==> src/rtl/scan_pkg.sv <==
// rtl/scan_pkg.sv - shared types and constants for the display scan sequencer
// Purpose: scan FSM state encoding, hex-to-7-segment table and the blank cathode code.
// Ports: none (package).
package scan_pkg;

  typedef enum logic {
    S_BLANK = 1'b0,
    S_DRIVE = 1'b1
  } scan_state_e;

  // Cathode pattern with every segment off ({g,f,e,d,c,b,a}, active-low).
  localparam logic [6:0] SEG_BLANK = 7'h7F;

  // Hex digit 0..F to active-low {g,f,e,d,c,b,a}.
  localparam logic [6:0] HEX7_LUT [16] = '{
    7'h40, 7'h79, 7'h24, 7'h30,
    7'h19, 7'h12, 7'h02, 7'h78,
    7'h00, 7'h10, 7'h08, 7'h03,
    7'h46, 7'h21, 7'h06, 7'h0E
  };

endpackage

==> src/rtl/hex7_decode.sv <==
// rtl/hex7_decode.sv - combinational hex nibble to 7-segment decoder
// Purpose: table lookup of one hex digit into an active-low cathode pattern.
// Ports:
//   nib_i  in  4  hex digit
//   seg_o  out 7  cathodes {g,f,e,d,c,b,a}, active-low
module hex7_decode
  import scan_pkg::*;
(
  input  logic [3:0] nib_i,
  output logic [6:0] seg_o
);

  assign seg_o = HEX7_LUT[nib_i];

endmodule

==> src/rtl/seg_scan_sched.sv <==
// rtl/seg_scan_sched.sv - count tick, direction latch and 7-segment scan sequencer
// Purpose: generates a count strobe every 2^SW1 cycles with a direction sampled on the
//   strobe, and time-multiplexes an NDIG-digit common-anode display with a blank gap
//   at the start of every digit slot.
// Ports:
//   clkt       in   1      system clock
//   rstt       in   1      synchronous reset, active-high
//   SW1        in   5      rate select, tick period = 2^SW1 cycles
//   udt        in   1      direction request, 1 = up
//   digit_nib  in   4      nibble of the digit addressed by digit_sel
//   count_en   out  1      one-cycle count strobe
//   count_dir  out  1      direction applied on count_en
//   digit_sel  out  SEL_W  digit currently scanned
//   AN1        out  NDIG   anodes, active-low
//   Cnode1     out  7      cathodes {g,f,e,d,c,b,a}, active-low, registered
//   seg        out  1      decimal point, active-low (up indicator on digit 0)
module seg_scan_sched
  import scan_pkg::*;
#(
  parameter int NDIG      = 8,
  parameter int SCAN_DIV  = 50000,
  parameter int BLANK_CYC = 16,
  parameter int PRE_W     = 32,
  localparam int SEL_W    = (NDIG > 1) ? $clog2(NDIG) : 1
) (
  input  logic             clkt,
  input  logic             rstt,
  input  logic [4:0]       SW1,
  input  logic             udt,
  input  logic [3:0]       digit_nib,
  output logic             count_en,
  output logic             count_dir,
  output logic [SEL_W-1:0] digit_sel,
  output logic [NDIG-1:0]  AN1,
  output logic [6:0]       Cnode1,
  output logic             seg
);

  localparam int TMR_W = (SCAN_DIV > 1) ? $clog2(SCAN_DIV) : 1;
  localparam logic [TMR_W-1:0] TMR_LAST   = TMR_W'(SCAN_DIV - 1);
  localparam logic [TMR_W-1:0] BLANK_LAST = TMR_W'(BLANK_CYC - 1);
  localparam logic [SEL_W-1:0] SEL_LAST   = SEL_W'(NDIG - 1);

  // ---------------- rate tick and direction ----------------
  logic [4:0]       sw_q, sw_d;
  logic [PRE_W-1:0] pre_q, pre_d;
  logic [PRE_W-1:0] pre_mask;
  logic             en_q, en_d;
  logic             dir_q, dir_d;
  logic             sw_chg;

  assign pre_mask = (PRE_W'(1) << sw_q) - PRE_W'(1);
  assign sw_chg   = (SW1 != sw_q);

  // A rate change restarts the period and suppresses any tick due on the same edge.
  always_comb begin
    sw_d  = SW1;
    pre_d = pre_q + PRE_W'(1);
    en_d  = 1'b0;
    if (sw_chg) begin
      pre_d = '0;
    end else if (pre_q == pre_mask) begin
      pre_d = '0;
      en_d  = 1'b1;
    end
  end

  // Direction is only sampled on the edge that ends a strobe cycle.
  assign dir_d = en_q ? udt : dir_q;

  // ---------------- scan FSM ----------------
  scan_state_e      state_q, state_d;
  logic [TMR_W-1:0] tmr_q, tmr_d;
  logic [SEL_W-1:0] sel_q, sel_d;

  always_comb begin
    state_d = state_q;
    tmr_d   = tmr_q + TMR_W'(1);
    sel_d   = sel_q;
    case (state_q)
      S_BLANK: begin
        if (tmr_q == BLANK_LAST) begin
          state_d = S_DRIVE;
        end
      end
      S_DRIVE: begin
        if (tmr_q == TMR_LAST) begin
          state_d = S_BLANK;
          tmr_d   = '0;
          sel_d   = (sel_q == SEL_LAST) ? '0 : sel_q + SEL_W'(1);
        end
      end
      default: begin
        state_d = S_BLANK;
        tmr_d   = '0;
      end
    endcase
  end

  // ---------------- cathodes ----------------
  logic [6:0] dec_seg;
  logic [6:0] cnode_q, cnode_d;

  hex7_decode u_hex7_decode (
    .nib_i (digit_nib),
    .seg_o (dec_seg)
  );

  // Loaded against the next state so the blank code lines up with the registered state.
  assign cnode_d = (state_d == S_DRIVE) ? dec_seg : SEG_BLANK;

  // ---------------- registers ----------------
  always_ff @(posedge clkt) begin
    if (rstt) begin
      // Taking SW1 directly means the first tick after release follows 2^SW1 cycles later.
      sw_q    <= SW1;
      pre_q   <= '0;
      en_q    <= 1'b0;
      dir_q   <= 1'b1;
      state_q <= S_BLANK;
      tmr_q   <= '0;
      sel_q   <= '0;
      cnode_q <= SEG_BLANK;
    end else begin
      sw_q    <= sw_d;
      pre_q   <= pre_d;
      en_q    <= en_d;
      dir_q   <= dir_d;
      state_q <= state_d;
      tmr_q   <= tmr_d;
      sel_q   <= sel_d;
      cnode_q <= cnode_d;
    end
  end

  // ---------------- outputs ----------------
  always_comb begin
    AN1 = '1;
    if (state_q == S_DRIVE) begin
      AN1 = ~(NDIG'(1) << sel_q);
    end
  end

  assign count_en  = en_q;
  assign count_dir = dir_q;
  assign digit_sel = sel_q;
  assign Cnode1    = cnode_q;
  assign seg       = ~((state_q == S_DRIVE) && (sel_q == '0) && dir_q);

endmodule

==> config.mk <==
export PLATFORM = sky130hd
export DESIGN_NAME = seg_scan_sched
export DESIGN_NICKNAME = d
export VERILOG_FILES = /design/src/rtl/scan_pkg.sv /design/src/rtl/hex7_decode.sv /design/src/rtl/seg_scan_sched.sv
export SDC_FILE = /design/constraint.sdc
export NUM_CORES = 1
export LEC_CHECK = 0
export CAP_MARGIN = 20
export CORE_MARGIN = 3
export CORE_UTILIZATION = 37
export CTS_CLUSTER_DIAMETER = 150
export DETAILED_ROUTE_END_ITERATION = 6
export PLACE_DENSITY = 0.53
export SYNTH_ARGS = -nofsm -noshare
export SYNTH_HDL_FRONTEND = slang
export SYNTH_SLANG_ARGS = --single-unit
==> constraint.sdc <==
create_clock -name clkt -period 3.5 [get_ports clkt]
set_input_delay 0.525 -clock clkt [delete_from_list [all_inputs] [get_ports clkt]]
set_output_delay 0.525 -clock clkt [all_outputs]
set_load 0.01 [all_outputs]
[Word level (Yosys, flattened, before mapping)]
Memories as Yosys holds them, arrays and structs flattened. A register that Yosys moved wholly into a read port is not among the register bits.
Cells that the tools add are included.
Operators by class
  $add $sub $neg: 4
  $mul: 0
  divide/modulo/power cells: 0
  magnitude comparators: 0
  equal/unequal tests: 5
  shifts and indexed selects: 2
  multiplexer cells: 8
  bitwise operators: 5
  reductions and logical operators: 7
Operators with widths (number)
  adder 32 x 1 -> 32 bit, second input constant: 1
  equality test 32 bit: 1
  2-to-1 mux 16 bit: 2
  left shift 1 x 5 -> 32 bit, first input constant: 1
  subtractor 32 x 2 -> 32 bit, second input constant: 1
  adder 16 x 1 -> 16 bit, second input constant: 1
  equality test 16 bit, second input constant: 1
  equality test 16 x 4 -> 1 bit, second input constant: 1
  2-to-1 mux 8 bit: 1
  NOT 8 bit: 1
  left shift 1 x 3 -> 8 bit, first input constant: 1
  inequality test 5 bit: 1
  NOT 4 -> 5 bit: 1
  OR reduction 2 bit: 2
  adder 3 x 1 -> 3 bit, second input constant: 1
  equality test 3 bit, second input constant: 1
  zero test 3 bit: 1
  2-to-1 mux 1 bit: 3
  2-to-1 mux 3 bit: 1
  NOT 1 bit: 3
  OR reduction 3 bit: 1
  logical AND 1 bit: 2
  case mux 1 bit (2 select lines): 1
  AND reduction 2 bit: 1
Storage, ports and cells
  register bits: 59
  bits in latches: 0
  memory bits (writable): 0
  ROM bits: 112
  input bits: 12
  output and inout bits: 21
  logic and storage cells: 39
  memories kept: 1
Memory list
  (name not given): depth 16, bits a word 7, read ports 1, clocked after Yosys merged registers in 1, wr ports 0, line hex7_decode.sv:13  | assign seg_o = HEX7_LUT[nib_i];

[Depth between registers and ports, before layout]
  depth in word-level cells: 5
  gate-level depth with buffers: 14

[By module]
A second synthesis with hierarchy kept.
Second synthesis, totals
  cells, all modules: 552
  area total of the unflattened synthesis: 4277.9 um2
By module, submodules not included
  seg_scan_sched: times used 1, cells an instance 516, area each 4021.4 um2
  hex7_decode: times used 1, cells an instance 36, area each 256.5 um2

[Worst setup path before layout]
Ideal clock, no wire load.
  path type: register to register
  from: reg sw_q[2]
  to: reg pre_q[0]
  setup time: 122 ps
  arrival time: 2916 ps
  setup slack: 462 ps
  cell stages (with the launch flop): 14
  clock period less this slack: 3038 ps
  cell sequence: dfxtp_1 buf_2 buf_2 nor4_1 nand2_1 ha_1 buf_2 mux2_2 a211o_1 a32oi_1 nand4_1 nor4b_4 buf_6 nor3b_1
Between the ends
  cells in the longest elaborated chain, start to end: 4
  elaborated cells between the ends (all ways): 5
RTL lines
  from (decl): line seg_scan_sched.sv:45  | logic [4:0] sw_q, sw_d;
  from (signal assigned): line seg_scan_sched.sv:125  | sw_q <= sw_d;
  left shift 1 x 5 -> 32 bit: line seg_scan_sched.sv:52  | assign pre_mask = (PRE_W'(1) << sw_q) - PRE_W'(1);
  subtractor 32 x 2 -> 32 bit: line seg_scan_sched.sv:52
  equality test 32 bit: line seg_scan_sched.sv:62  | end else if (pre_q == pre_mask) begin
  OR reduction 3 bit (no line) *
  to (signal assigned): line seg_scan_sched.sv:126  | pre_q <= pre_d;
  to (decl): line seg_scan_sched.sv:46  | logic [PRE_W-1:0] pre_q, pre_d;
Every way passes the cells marked *; elsewhere a longest branch is shown, timed or not.
A chain may end at the register's enable or synchronous reset.

[Final worst setup path]
  from: reg sw_q[1]
  to: reg en_q (netlist: count_en)
Between the ends
  cells in the longest elaborated chain, start to end: 4
  elaborated cells between the ends (all ways): 6
RTL lines
  left shift 1 x 5 -> 32 bit: line seg_scan_sched.sv:52
  subtractor 32 x 2 -> 32 bit: line seg_scan_sched.sv:52
  equality test 32 bit: line seg_scan_sched.sv:62
  2-to-1 mux 1 bit: line seg_scan_sched.sv:62
  to (signal assigned): line seg_scan_sched.sv:127  | en_q <= en_d;
  to (decl): line seg_scan_sched.sv:48  | logic en_q, en_d;
Several ways; a longest one is shown, not always the timed one.

==> metrics.md <==
| Metric | Value |
|---|---|
| DP Cell Count | 682 |
| Initial antenna violation count | 0 |
| Final min period | 3200 ps |
| Fin util | 45.0% |
| Clock sinks | 66 |
| Synth Net Count | 558 |
| Die area | 12600 um^2 |
| Initial DRC count | 285 |
| EDFF count, synth | 0 |
| WL per Instance | 14.9 um |
| Startpoint Class | flop |
| Post-CTS setup buffer count | 0 |
| Slew HR | 57.6% |
| Maximum fanout along the worst path | 33 |
| Async SR Flop Fraction | 0% |
| Critical path class | reg -> reg |
| Max Fclk | 313 MHz |
| Fillcell total | 1086 |
| Power per cell area | 382 nW/um^2 |
| Later-pin clock latency in the skew report | 320 ps |
| Most common library cell in the layout ignoring fill and taps | nand2_1 |
| Post-Syn Area | 4170 um^2 |
| Delay of the slowest cell on the worst path | 390 ps |
| Crit-path cells | nor4_1 > nand2_1 > ha_1 > nor4bb_1 > o21ai_0 > a21o_1 > a22o_1 > nor4_1 > nor4b_4 > buf_6 > and2_1 |
| CP max stage cell | nor4_1 |
| Vias/cell | 5.35 |
| First-pass GRT wire length | 17.8 mm |
| Max VDD drop | 0.228 mV |
| CTS Hold Buffers Added | 0 |
| Max Slew Vio Count | 0 |
| Fin crit share | 91.3% |
| Synthesized flop and latch total | 66 |
| # DRC | 0 |
| Nets | 580 |
| Crit path required time | 3770 ps |
| Initial core utilization | 38.2% |
| RSZ-0062 raised after global routing | false |
| Commonest non-fill, non-tap cells in the layout | nand2_1, nor2_1, dfxtp_1, xnor2_1, clkdlybuf4s50_1 |
| H-Tree Depth | 3 |
| Mean post-synth cell area | 7.86 um^2 |
| GP Congestion | 0.866 |
| Final Non-Filler Cells | 698 |
| CTS tree | done |
| Post-synthesis cell type count | 61 |
| Vias | 3734 |
| Clk buf depth | 2 |
| IO Port Bufs | 32 |
| Worst-Margin Slew | 636 ps |
| WP buf/inv | 1 |
| Total grt overflow | 0 |
| I/O pins | 33 |
| Final setup violation count | 0 |
| CTS clk-pin slew, worst paths | 60 ps |
| Pleak | 0.00189 uW |
| DP HPWL | 7.43 mm |
| Largest net degree at the start of global routing | 34 |
| Status | complete, no violations |
| Crit path capture type | flop |
| Core box area | 10900 um^2 |
| CP dominant cell by count | nor4_1 |
| Critical path data arrival time | 3460 ps |
| DRT Wirelength | 10.4 mm |
| Die Width | 112 um |
| Setup Skew | 6.92 ps |
| Top_reg_cell synth | dfxtp_1 |
| Hold Path Class | reg -> reg |
| Post-DRT Antenna Nets | 0 |
| Top Family by Delay on Critical Path | simple AND/OR/NAND/NOR gates |
| Fin. Hold Viols | 0 |
| Rows | 38 |
| Sequential fraction of the synthesis area | 31.7% |
| Layout cells sized above 1 | 6.45% |
| Yosys warnings | 0 |
| Final hold slack | 442 ps |
| Ant. Diodes | 0 |
| Root Driver | clkbuf_16 |
| Layout overhead on the synthesized area | 18.0% |
| Router iterations before antenna repair | 5 |
| Max-cap viol count | 0 |
| CTS buffer count | 9 |
| GRT Overall Usage | 17.0% |
| Setup TNS | 0 ps |
| Vias in the first global route | 3591 |
| Die height | 112 um |
| Post-synthesis instance total | 531 |
-- path summary, 6_finish.rpt --
check | cells past startpoint | slack, ps | startpoint | end
worst min-delay path | 1 | 440 | tmr_q[0] | tmr_q[0]
worst max-delay path | 11 | 300 | sw_q[1] | count_en
worst max register to register | 11 | 300 | sw_q[1] | count_en
worst min register to register | 1 | 440 | tmr_q[0] | tmr_q[0]
-- cell usage after synthesis, types with 13 or more instances --
library cell / n / share of area (%)
nor3_1: 13 / 1.6
xor2_1: 25 / 5.2
o21ai_0: 16 / 1.9
and3_1: 19 / 2.8
xnor2_1: 38 / 8.0
nand2_1: 69 / 6.2
nor2_1: 68 / 6.1
nand3_1: 30 / 3.6
dfxtp_1: 66 / 32
ha_1: 15 / 4.5
buf_2: 17 / 2.0
clkbuf_1: 13 / 1.2
-- cell families (layout without fill, tap and decap cells) --
family / after synthesis / count (layout) / share of synthesized area (%)
xor gates and xnor gates: 63 / 63 / 13.2
AOI/OAI and AO/OA: 74 / 74 / 12.7
and+or+nand+nor: 264 / 264 / 31.7
adders and majority gates: 15 / 15 / 4.50
buffers and inverters: 44 / 71 / 5.01
muxes: 5 / 5 / 1.26
DFF: 66 / 66 / 31.7
-- cell type report --
cell class / count / area (um^2) / area share [%]
multi-input cells: 421 / 2650 / 53.8
repair buffers: 45 / 422 / 8.56
clock inverters: 4 / 75.1 / 1.52
flip-flops and latches: 66 / 1320 / 26.8
clock buffers: 12 / 246 / 5.00
inverters: 10 / 37.5 / 0.762
well taps: 140 / 175 / 3.56
-- sequential cells by signal, indices dropped and copies added, names as in the netlist --
name       cells
digit_sel      3
tmr_q         16
pre_q         32
Cnode1         7
count_dir      1
sw_q           5
state_q        1
count_en       1
-- metrics by stage --
| step | cell area, um^2 | power (uW) | worst slack [ps] |
|---|---|---|---|
| finish | 4930 | 1880 | 303 |
| global route | 4930 | 1960 | 40.9 |
| CTS | 4920 | 1900 | 255 |
| detailed placement | 4600 | 933 | 298 |
| global placement | 4600 | 932 | 316 |
| floorplan | 4170 | 886 | 462 |
-- per-layer routing --
| layer | part of all wire (%) | GRT usage (%) | wire [um] | vias up |
|---|---|---|---|---|
| met2 | 44 | 25.7 | 4530 | 75 |
| met3 | 4.4 | 2.48 | 455 | 13 |
| met5 | 0 | 0 | 0 | - |
| met1 | 50 | 24.5 | 5230 | 1747 |
| li1 | - | - | - | 1899 |
| met4 | 1.5 | 6.25 | 153 | 0 |
-- worst register-to-register path, stage by stage (launching register included) --
cell,delay (ps)
dfxtp_1,340
nor4_1,390
nand2_1,110
ha_1,340
nor4bb_1,340
o21ai_0,190
a21o_1,190
a22o_1,190
nor4_1,310
nor4b_4,260
buf_6,290
and2_1,190
-- power by group --
group	leakage (uW)	total (uW)	internal, uW	switching [uW]
Sequential	0.000534	763	758	5.36
Combinational	0.00121	154	64.8	89.2
Clock	0.000149	965	643	322
-- what timing repair did --
action                                  CTS  global route
hold endpoints to repair                  0             0
resized for setup                         0             1
endpoints found under the setup margin    0            28
Note: power is estimated with default switching activity, not from simulation.
==> variant, RTL diff (same settings) <==
The parameter `NDIG` goes from 8 to 4.
--- a/src/rtl/seg_scan_sched.sv
+++ b/src/rtl/seg_scan_sched.sv
@@ -17,7 +17,7 @@
 module seg_scan_sched
   import scan_pkg::*;
 #(
-  parameter int NDIG      = 8,
+  parameter int NDIG      = 4,
   parameter int SCAN_DIV  = 50000,
   parameter int BLANK_CYC = 16,
   parameter int PRE_W     = 32,
Interface: changed (resized AN1 and digit_sel); port bits go from 33 to 28. The function was not compared with the original's and may differ.
==> variant against the unedited design <==
Worst setup slack improved by 0.0073 ns. Final area fell by 2.8%. Die area up 0.14%. Synthesized cell count decreased by 5.6%. Area after synthesis increased by 0.15%. Utilization decreased by 1.2 points. Power is 6.3% lower. Final cell count decreased by 4.9%. Sequential cell count decreased by 1. Critical path type unchanged. First-iteration DRC count down 27%. Clock skew about the same. Wire length is 1.6% lower.
==> variant: results (changes against the unedited design) <==
Timing
  • Setup Skew: 0.006521 ns (-0.0003981 ns)
  • Relative slew slack: 49.47% (-8.1 points)

Critical path
  • CP max FO: 32 (-3.0%)
  • CP peak stage delay: 0.60 ns (+0.21 ns)
  • CP Data Arrival Time: 3.40 ns (-0.06 ns)
  • CP max-delay cell: or4b_2
  • Worst Setup SP: sw_q[2]

Run status
  • Outcome: complete, no violations

Placement
  • Gpl congestion: 0.8855 (+2.3%)
  • PortBufs: 27 (-16%)
  • Pre-CTS setup slack: 0.3230 ns (+0.02542 ns)
  • Post-DP HPWL: 7379 µm (-0.65%)

Global routing
  • Largest net degree at the start of global routing: 40 (+18%)
  • Global-route wire length before repair: 17080 µm (-4.1%)
  • Met1 Usage GRT: 21.88% (-2.6 points)
  • Met2 Track Usage GR: 26.42% (+0.72 points)
  • Vias in the first global route: 3413 (-5.0%)
  • Grt met3 use: 3.935% (+1.5 points)

Final layout
  • Clock buffers: 11 (-1)
  • Layout clock area frac: 6.061% (-0.47 points)
  • Fin nets: 544 (-6.2%)
  • Non-CTS buffers: 38 (-16%)
  • #MultiIn Comb: 391 (-7.1%)
  • # fillers: 1110 (+2.2%)
  • Signal inverters: 14 (+4)

Pwr
  • Power, Total: 0.001764 W (-6.3%)
  • Seq pwr share: 42.6% (+2.0 points)
  • Clock Power Share: 48.0% (-3.3 points)
  • Leak: 1.655 nW (-13%)
  • Peak supply drop: 0.2055 mV (-9.9%)

Yosys
  • Syn Nets: 526 (-5.7%)
  • Synthesis-stage register bit count: 65 (-1.5%)
  • Synth area leaders: dfxtp_1, xor2_1, xnor2_1
  • Netlist cell types: 69 (+13%)
  • Top cells by count, synth: dfxtp_1, nor2_1, xor2_1

Detailed routing
  • Met1 Routed Length: 4872 µm (-6.8%)
  • DR WL met2: 4675 µm (+3.2%)
  • Drt first pass iters: 4 (-1)
  • Wire per inst: 15.36 µm (+3.4%)
  • Total number of vias: 3543 (-5.1%)
  • Initial DRC count: 207 (-27%)
  • Met3 WL: 388 µm (-15%)

Clock network
  • Total setup buffers inserted after CTS: 0 (unchanged)
==> variant: path summary, 6_finish.rpt <==
check / to / depth (start not counted) / slack, ns
worst min register to register: tmr_q[0] / 1 / 0.45
worst min-delay path: tmr_q[0] / 1 / 0.45
worst max-delay path: pre_q[13] / 11 / 0.31
worst max register to register: pre_q[13] / 11 / 0.31
==> variant: metrics by stage <==
step	cell area, µm²	util [%]	std cells
4_1_cts	4790	43.80	664
3_5_place_dp	4499	41.14	648
5_1_grt	4790	43.80	664
3_3_place_gp	4499	41.14	648
2_1_floorplan	4180	-	501
6_report	4790	43.80	664
==> variant: kinds of logic (layout without fill, tap and decap cells) <==
logic type	count (synthesis)	in the layout	share of synthesized area, %
AO/OA/AOI/OAI	79	79	14.55
XOR/XNOR	66	66	13.83
adder cells (fa/ha/maj)	13	13	3.891
buffers and inverters	45	68	6.555
flip-flops	65	65	31.13
multiplexers	4	4	1.048
AND/OR/NAND/NOR	229	229	29.00
